--- src/rtl/uart_fmt_pkg.sv ---
// Shared types and constants for the ADC sample to ASCII record formatter.
package uart_fmt_pkg;

    typedef enum logic [1:0] {
        StIdle,
        StConvert,
        StSend
    } fmt_state_e;

    localparam int unsigned FRAME_LEN = 8;
    localparam int unsigned BCD_STEPS = 12;

    localparam logic [7:0] ASCII_ZERO = 8'h30;
    localparam logic [7:0] ASCII_CR   = 8'h0D;
    localparam logic [7:0] ASCII_LF   = 8'h0A;

    function automatic logic [7:0] digit_to_ascii(input logic [3:0] digit);
        return ASCII_ZERO + {4'h0, digit};
    endfunction

endpackage

--- src/rtl/uart_sample_formatter_if.sv ---
// Sample strobe and UART byte handshake between sampler, formatter and transmitter.
interface uart_sample_formatter_if;

    logic [11:0] sample_data;
    logic [1:0]  sample_channel;
    logic        sample_valid;
    logic        sample_ready;
    logic [7:0]  tx_data;
    logic        tx_valid;
    logic        tx_ready;

    // Environment side: sampler plus UART transmitter.
    modport master (
        output sample_data,
        output sample_channel,
        output sample_valid,
        input  sample_ready,
        input  tx_data,
        input  tx_valid,
        output tx_ready
    );

    // Formatter side.
    modport slave (
        input  sample_data,
        input  sample_channel,
        input  sample_valid,
        output sample_ready,
        output tx_data,
        output tx_valid,
        input  tx_ready
    );

endinterface

--- src/rtl/bin2bcd_12.sv ---
// Iterative double-dabble converter: 12-bit binary to four BCD digits in 12 cycles.
module bin2bcd_12
    import uart_fmt_pkg::*;
(
    input  logic        clk,
    input  logic        reset,
    input  logic [11:0] bin,
    input  logic        start,
    output logic [3:0]  thousands,
    output logic [3:0]  hundreds,
    output logic [3:0]  tens,
    output logic [3:0]  ones,
    output logic        done
);

    logic [11:0] bin_q;
    logic [15:0] bcd_q;
    logic [3:0]  step_q;
    logic        busy_q;
    logic        done_q;

    function automatic logic [15:0] add3(input logic [15:0] bcd);
        logic [15:0] res;
        res = bcd;
        for (int i = 0; i < 4; i++) begin
            if (res[i*4 +: 4] >= 4'd5) begin
                res[i*4 +: 4] = res[i*4 +: 4] + 4'd3;
            end
        end
        return res;
    endfunction

    always_ff @(posedge clk) begin
        if (reset) begin
            bin_q  <= '0;
            bcd_q  <= '0;
            step_q <= '0;
            busy_q <= 1'b0;
            done_q <= 1'b0;
        end else begin
            done_q <= 1'b0;
            if (start) begin
                bin_q  <= bin;
                bcd_q  <= '0;
                step_q <= '0;
                busy_q <= 1'b1;
            end else if (busy_q) begin
                // Correct every digit that would overflow, then shift one binary bit in.
                {bcd_q, bin_q} <= {add3(bcd_q), bin_q} << 1;
                step_q         <= step_q + 4'd1;
                if (step_q == 4'(BCD_STEPS - 1)) begin
                    busy_q <= 1'b0;
                    done_q <= 1'b1;
                end
            end
        end
    end

    assign thousands = bcd_q[15:12];
    assign hundreds  = bcd_q[11:8];
    assign tens      = bcd_q[7:4];
    assign ones      = bcd_q[3:0];
    assign done      = done_q;

endmodule

--- src/rtl/uart_sample_formatter.sv ---
// Formats one ADC sample into an 8-byte ASCII record and feeds it to the UART transmitter.
module uart_sample_formatter
    import uart_fmt_pkg::*;
#(
    parameter int unsigned DROP_CNT_WIDTH = 16,
    parameter logic [7:0]  SEPARATOR      = 8'h2C
) (
    input  logic                      clk,
    input  logic                      reset,
    uart_sample_formatter_if.slave    bus,
    output logic [DROP_CNT_WIDTH-1:0] drop_count
);

    localparam int unsigned IdxWidth = $clog2(FRAME_LEN);

    fmt_state_e                state_q;
    logic [IdxWidth-1:0]       idx_q;
    logic [1:0]                channel_q;
    logic [15:0]               digits_q;
    logic [7:0]                tx_data_q;
    logic                      tx_valid_q;
    logic [DROP_CNT_WIDTH-1:0] drop_q;

    logic        conv_start;
    logic        conv_done;
    logic [3:0]  conv_thousands;
    logic [3:0]  conv_hundreds;
    logic [3:0]  conv_tens;
    logic [3:0]  conv_ones;
    logic [15:0] conv_digits;

    function automatic logic [7:0] record_byte(input logic [IdxWidth-1:0] idx,
                                               input logic [1:0] channel,
                                               input logic [15:0] digits);
        logic [7:0] b;
        case (idx)
            3'd0:    b = ASCII_ZERO + {6'h00, channel};
            3'd1:    b = SEPARATOR;
            3'd2:    b = digit_to_ascii(digits[15:12]);
            3'd3:    b = digit_to_ascii(digits[11:8]);
            3'd4:    b = digit_to_ascii(digits[7:4]);
            3'd5:    b = digit_to_ascii(digits[3:0]);
            3'd6:    b = ASCII_CR;
            default: b = ASCII_LF;
        endcase
        return b;
    endfunction

    // Starting straight from the strobe lets the converter run during the first CONVERT cycle.
    assign conv_start  = bus.sample_valid && (state_q == StIdle);
    assign conv_digits = {conv_thousands, conv_hundreds, conv_tens, conv_ones};

    bin2bcd_12 u_bin2bcd (
        .clk       (clk),
        .reset     (reset),
        .bin       (bus.sample_data),
        .start     (conv_start),
        .thousands (conv_thousands),
        .hundreds  (conv_hundreds),
        .tens      (conv_tens),
        .ones      (conv_ones),
        .done      (conv_done)
    );

    always_ff @(posedge clk) begin
        if (reset) begin
            state_q    <= StIdle;
            idx_q      <= '0;
            channel_q  <= '0;
            digits_q   <= '0;
            tx_data_q  <= '0;
            tx_valid_q <= 1'b0;
            drop_q     <= '0;
        end else begin
            if (bus.sample_valid && (state_q != StIdle) && (drop_q != '1)) begin
                drop_q <= drop_q + 1'b1;
            end

            unique case (state_q)
                StIdle: begin
                    if (bus.sample_valid) begin
                        channel_q <= bus.sample_channel;
                        state_q   <= StConvert;
                    end
                end
                StConvert: begin
                    if (conv_done) begin
                        digits_q   <= conv_digits;
                        idx_q      <= '0;
                        tx_data_q  <= record_byte('0, channel_q, conv_digits);
                        tx_valid_q <= 1'b1;
                        state_q    <= StSend;
                    end
                end
                StSend: begin
                    // tx_valid is always high here, so tx_ready alone marks a transfer.
                    if (bus.tx_ready) begin
                        if (idx_q == IdxWidth'(FRAME_LEN - 1)) begin
                            idx_q      <= '0;
                            tx_valid_q <= 1'b0;
                            state_q    <= StIdle;
                        end else begin
                            idx_q     <= idx_q + 1'b1;
                            tx_data_q <= record_byte(idx_q + 1'b1, channel_q, digits_q);
                        end
                    end
                end
                default: state_q <= StIdle;
            endcase
        end
    end

    assign bus.sample_ready = (state_q == StIdle);
    assign bus.tx_data      = tx_data_q;
    assign bus.tx_valid     = tx_valid_q;
    assign drop_count       = drop_q;

endmodule
--- src/flat_wrapper.sv ---
// flat-port wrapper written by rule: the top's interface ports become plain ports
module uart_sample_formatter_flat import uart_fmt_pkg::*;
#(
    parameter int unsigned DROP_CNT_WIDTH = 16,
    parameter logic [7:0]  SEPARATOR      = 8'h2C
)
  (clk, reset, drop_count, bus_sample_data, bus_sample_channel, bus_sample_valid, bus_sample_ready, bus_tx_data, bus_tx_valid, bus_tx_ready);
  uart_sample_formatter_if bus_i ();
  input  logic clk;
  input  logic reset;
  output logic [DROP_CNT_WIDTH-1:0] drop_count;
  input wire logic [$bits(bus_i.sample_data)-1:0] bus_sample_data;
  input wire logic [$bits(bus_i.sample_channel)-1:0] bus_sample_channel;
  input wire logic [$bits(bus_i.sample_valid)-1:0] bus_sample_valid;
  output wire logic [$bits(bus_i.sample_ready)-1:0] bus_sample_ready;
  output wire logic [$bits(bus_i.tx_data)-1:0] bus_tx_data;
  output wire logic [$bits(bus_i.tx_valid)-1:0] bus_tx_valid;
  input wire logic [$bits(bus_i.tx_ready)-1:0] bus_tx_ready;
  assign bus_i.sample_data = bus_sample_data;
  assign bus_i.sample_channel = bus_sample_channel;
  assign bus_i.sample_valid = bus_sample_valid;
  assign bus_sample_ready = bus_i.sample_ready;
  assign bus_tx_data = bus_i.tx_data;
  assign bus_tx_valid = bus_i.tx_valid;
  assign bus_i.tx_ready = bus_tx_ready;
  uart_sample_formatter #(.DROP_CNT_WIDTH(DROP_CNT_WIDTH), .SEPARATOR(SEPARATOR)) u_core (.clk(clk), .reset(reset), .bus(bus_i), .drop_count(drop_count));
endmodule
--- config.mk ---
export PLATFORM = sky130hd
export DESIGN_NAME = uart_sample_formatter_flat
export DESIGN_NICKNAME = d
export VERILOG_FILES = /design/src/rtl/uart_fmt_pkg.sv /design/src/rtl/uart_sample_formatter_if.sv /design/src/rtl/bin2bcd_12.sv /design/src/rtl/uart_sample_formatter.sv /design/src/flat_wrapper.sv
export SDC_FILE = /design/constraint.sdc
export NUM_CORES = 1
export LEC_CHECK = 0
export BUFFER_PORTS_ARGS = -buffer_cell sky130_fd_sc_hd__buf_2
export CAP_MARGIN = 20
export CORE_ASPECT_RATIO = 1.1
export CORE_MARGIN = 2
export CORE_UTILIZATION = 56
export DETAILED_ROUTE_END_ITERATION = 8
export GPL_ROUTABILITY_DRIVEN = 0
export GPL_TIMING_DRIVEN = 0
export HOLD_SLACK_MARGIN = 0.1
export PLACE_DENSITY = 0.81
export SLEW_MARGIN = 25
export SYNTH_ARGS = -nofsm -noshare
export SYNTH_HDL_FRONTEND = slang
export SYNTH_SLANG_ARGS = --single-unit
--- constraint.sdc ---
create_clock -name clk -period 5.7 [get_ports clk]
set_clock_uncertainty 0.15 [all_clocks]
set_input_delay 1.14 -clock clk [delete_from_list [all_inputs] [get_ports clk]]
set_output_delay 1.14 -clock clk [all_outputs]
set_load 0.05 [all_outputs]
* Word-level counts from Yosys, hierarchy flattened
Cells that the tools add are included.
** Word-level totals
- Input port bits :: 18
- Bits in registers :: 82
** Cells by class
- Bitwise logic cells :: 1
- Magnitude comparators :: 4
- Multiplexer cells :: 28
- Reductions and logical operators :: 16
- Add/subtract/negate cells :: 12
- Equal/unequal tests :: 16
** Operators by type and width (count)
- 8-bit case mux with 7 select lines :: 1
- 6-bit by 4-bit adder with 7-bit output (first input constant) :: 4
- 12-bit 2-to-1 mux :: 2
- 8-bit 2-to-1 mux :: 3
- 16-bit by 1-bit adder with 16-bit output (second input constant) :: 1
- 4-bit by 3-bit greater-or-equal comparator with 1-bit output (second input constant) :: 4
- 16-bit inequality test (second input constant) :: 1
- 8-bit case mux with 2 select lines :: 1
- 4-bit by 2-bit adder with 4-bit output (second input constant) :: 3
- 3-bit == test (second input constant) :: 4
- 3-bit 2-to-1 mux :: 4
- 4-bit 2-to-1 mux :: 3
- 4-bit AND reduction :: 3
- 2-bit 2-to-1 mux :: 4
- 2-bit inequality test (second input constant) :: 4
- 6-bit by 2-bit adder with 7-bit output (first input constant) :: 1
- 1-bit 2-to-1 mux :: 7
- 3-bit by 2-bit == test with 1-bit output (second input constant) :: 2
- 2-bit case mux with 3 select lines :: 1
- 3-bit case mux with 2 select lines :: 1
- 2-bit nonzero test :: 3
- 4-bit by 1-bit adder with 4-bit output (second input constant) :: 1
- 4-bit == test (second input constant) :: 1
- 2-bit AND reduction :: 2
- 14 further kinds :: 16

* Depth between registers and ports, before layout
- Depth in word-level cells :: 6
- Gate-level depth with buffers :: 7

* Modules after synthesis
A second synthesis with hierarchy kept.
** Second synthesis, totals
- Cells, all modules :: 487
- Area, all modules :: 4142.7 µm²
** Modules (own cells, without submodules)
- uart_sample_formatter :: area an instance 2268.4 µm², cells an instance 279, instances 1
- bin2bcd_12 :: area an instance 1874.3 µm², cells an instance 208, instances 1

* Worst setup path before layout
OpenSTA, ideal clock, no wires.
- Path type :: register to output
- Start :: register u_core.state_q[0]
- End :: output port bus_sample_ready
- Slack :: 3285 ps
- Arrival :: 1125 ps
- Stages on the path, launching flop included :: 3
- Required time :: 4410 ps
- Cells stage by stage :: dfxtp_1 buf_2 nor2_1
** On the way
- Cells in the longest elaborated chain, start to end :: 1
** RTL lines
- start: declaration :: RTL line uart_sample_formatter.sv:16 : fmt_state_e state_q;
- start signal: assignment :: RTL line uart_sample_formatter.sv:67 : state_q <= StIdle;
- start signal: assignment :: RTL line uart_sample_formatter.sv:83 : state_q <= StConvert;
- start signal: assignment :: RTL line uart_sample_formatter.sv:92 : state_q <= StSend;
- 2-bit logical NOT :: RTL line uart_sample_formatter.sv:113 : assign bus.sample_ready = (state_q == StIdle);
- end: declaration :: RTL line flat_wrapper.sv:15 : output wire logic [$bits(bus_i.sample_ready)-1:0] bus_sample_ready;
No other way between the ends.

* Worst setup path in the final report
Ends and elaborated chain as after synthesis.

==> impl_metrics.toml <==
[cts]
cts-root-buf = "clkbuf_8"
cts_resized = 0
worstSkewPairLatency_ns = 0.35
cts_sinks = 80
cts.clk_slew.worst_paths_ns = 0.08
cts_tree = "yes"
cts.path.max_buffers = 2
hold_buffers = 0
numCtsBuffers = 9
post-cts-setup-buffers = 0
htree_num_levels = 3

[synth]
synthCells = 461
ys_ff_latch = 80
avgSynthCellArea_um2 = 8.35
synth-edff-count = 0
synth_area_um2 = 3850
synth_cell_types = 54
yosysSeqAreaShare_pct = 41.6
ys.flop_type = "dfxtp_1"
synthArstFlopShare_pct = 0
yosys_warnings = 0

[timing]
timing.fmax_mhz = 391
rsz0062_at_grt = "false"
slew_headroom_pct = 61.6
hold_viol_final = 0
min_period_ns = 2.56
fin_setup_tns_ns = 0
slew_viol_final = 0
fin_crit_sh_pct = 44.9
tightestPinTransition_ns = 0.577
setup_violations = 0

[global_routing]
track_usage_pct = 24.5
antenna_found_initial = 0
grt_first_pass_wirelength_um = 15200
grt_max_degree = 14
grt_pass1_vias = 3342
grt-ovfl-total = 0

[min_path]
min_from = "u_core.digits_q[13]"
whs_endpoint = "u_core.digits_q[13]"
holdPathStages = 2
min_path_type = "flop to flop"

[die]
die_h_um = 90.9
io-pin-count = 44
core-area_um2 = 6630
row_count = 31
die-area_um2 = 7550
initial_core_util_pct = 58.0
die_w_um = 83.0

[power_and_ir_drop]
pwr-share-seq_pct = 51.9
ir_drop_uv = 148
p_int_w = 0.000851
power_frac_clock_pct = 41.3
p_comb_share_pct = 6.8
p_leak_nw = 1.65
swShare_pct = 23.4
p_sw_w = 0.000260
power_density_nw_per_um2 = 254

[run_status]
status = "completed"

[setup_path]
reg2reg_depth = 6
crit_fanout = 10
cp_cell_sequence = "buf_2, nor2_1, buf_2"
startpoint_type = "flop"
end_kind = "primary output"
worstPathArrival_ns = 1.27
r2r_setup_slack_ns = 3.50
crit_path_top_delay_cell = "dfxtp_1"
critical_path_required_ns = 4.41
rr_endpoint = "u_core.bus.tx_data[3]"
crit_top_cell = "buf_2"
crit_path_max_incr_delay_ns = 0.30
path_class = "flop to primary output"
r2r_start = "u_core.idx_q[0]"

[flow_run]
drv_cap = 0

[detailed_routing]
dr.pass1.iters = 7
wire_per_inst_um = 15.2
viasPerCell = 5.90
ant_nets = 0
drc = 0
via_count = 3536
drt_iter0_markers = 233
totalWireLength_um = 9090

[finish]
multi_input_area_um2 = 2050
drive_gt1_share_pct = 14.5
fillers = 533
fin_cells = 599
ff_latch_area_um2 = 1600
mostFrequentLayoutCells = "dfxtp_1, nand2_1, buf_2"
final_common_cell = "dfxtp_1"
finalNetCount = 547
synthToLayoutAreaGrowth_pct = 13.7
antenna_cells = 0

[place]
dp_hpwl_um = 6430
dp_cells = 584
port_buffers = 40
==> power groups by stage <==
stage,logic [W],registers (W),clock network [W]
after detailed placement,0.0000751,0.000589,0
final,0.0000754,0.000576,0.000459
after global routing,0.0000834,0.000578,0.000488
after floorplan,0.0000510,0.000589,0
after global placement,0.0000731,0.000588,0
after CTS,0.0000754,0.000576,0.000463
==> per-stage QoR <==
stage,total power [W],area [um^2],util (%),setup WS (ns),hold WS [ns]
finish,0.00111,4370,65.9,3.14,0.311
global route,0.00115,4370,65.9,3.05,0.330
CTS,0.00111,4370,65.9,3.13,0.313
detailed placement,0.000664,4160,62.6,2.85,0.301
global placement,0.000662,4160,62.6,2.85,0.294
floorplan,0.000640,3850,-,3.28,0.281
==> sequential cells by signal, indices dropped and copies added, names as in the netlist <==
name                     cells
u_core.bus.tx_data           6
u_core.bus.tx_valid          1
u_core.channel_q             2
u_core.digits_q             16
u_core.drop_count           16
u_core.idx_q                 3
u_core.state_q               2
u_core.u_bin2bcd.bcd_q      16
u_core.u_bin2bcd.bin_q      12
u_core.u_bin2bcd.busy_q      1
u_core.u_bin2bcd.done        1
u_core.u_bin2bcd.step_q      4
==> cell usage after synthesis, types with 5 or more instances <==
cell       n  share of area, %
o41ai_1    5               1.1
a31oi_1    8               1.3
nand2_1   72               7.0
nor2b_1    5              0.81
nand4_1    6              0.98
dfxtp_1   80                42
a211oi_1  12               2.3
or3_1      9               1.5
ha_1      16               5.2
clkbuf_1  18               1.8
buf_2      8               1.0
mux2i_1   16               4.2
xor2_1     5               1.1
o21ai_0   14               1.8
nand3_1   18               2.3
xnor2_1    5               1.1
nor2_1    32               3.1
nor3_1     7              0.91
nand2b_1   7               1.1
a21oi_1   45               5.9
inv_1     16               1.6
==> worst max-delay path by stage <==
stage / from / end / slack [ns] / cells after the start
floorplan: u_core.state_q[0] / bus_sample_ready / 3.28 / 2
global placement: reset / u_core.drop_count[10] / 2.85 / 4
detailed placement: reset / u_core.idx_q[0] / 2.85 / 4
CTS: u_core.state_q[0] / bus_sample_ready / 3.13 / 3
global route: u_core.state_q[0] / bus_sample_ready / 3.05 / 3
finish: u_core.state_q[0] / bus_sample_ready / 3.14 / 3
==> metal layers <==
metal	GRT usage (%)	wire, um	vias up	share of wire, %
met2	41.5	4440	106	49
met4	11.5	136	0	1.5
met3	4.36	448	14	4.9
met1	30.2	4060	1679	45
li1	-	-	1737	-
met5	0	0	-	0
==> final cells by class <==
type / instances / area share, %
buffer: 30 / 3.15
clock buffer: 10 / 3.15
clock inverter: 5 / 1.86
inverter: 16 / 1.37
multi-input combinational: 336 / 46.9
sequential: 80 / 36.6
tap: 82 / 2.35
timing repair buffer: 40 / 4.58
==> worst max-delay path: cells and delay by family, from the launching register on <==
family	cells	cell delay (ns)
buffers and inverters	2	0.46
and+or+nand+nor	1	0.15
DFF	1	0.30
==> cells by family after synthesis <==
| group | after synthesis | synth area share, % |
|---|---|---|
| other cells | 1 | 0.0974 |
| compound gates | 115 | 18.9 |
| simple gates | 173 | 21.5 |
| flops | 80 | 41.6 |
| fa+ha+maj | 16 | 5.20 |
| xor+xnor | 10 | 2.28 |
| mux | 20 | 5.33 |
| buf+inv | 46 | 5.14 |
Power figures use the tool's default switching activity.
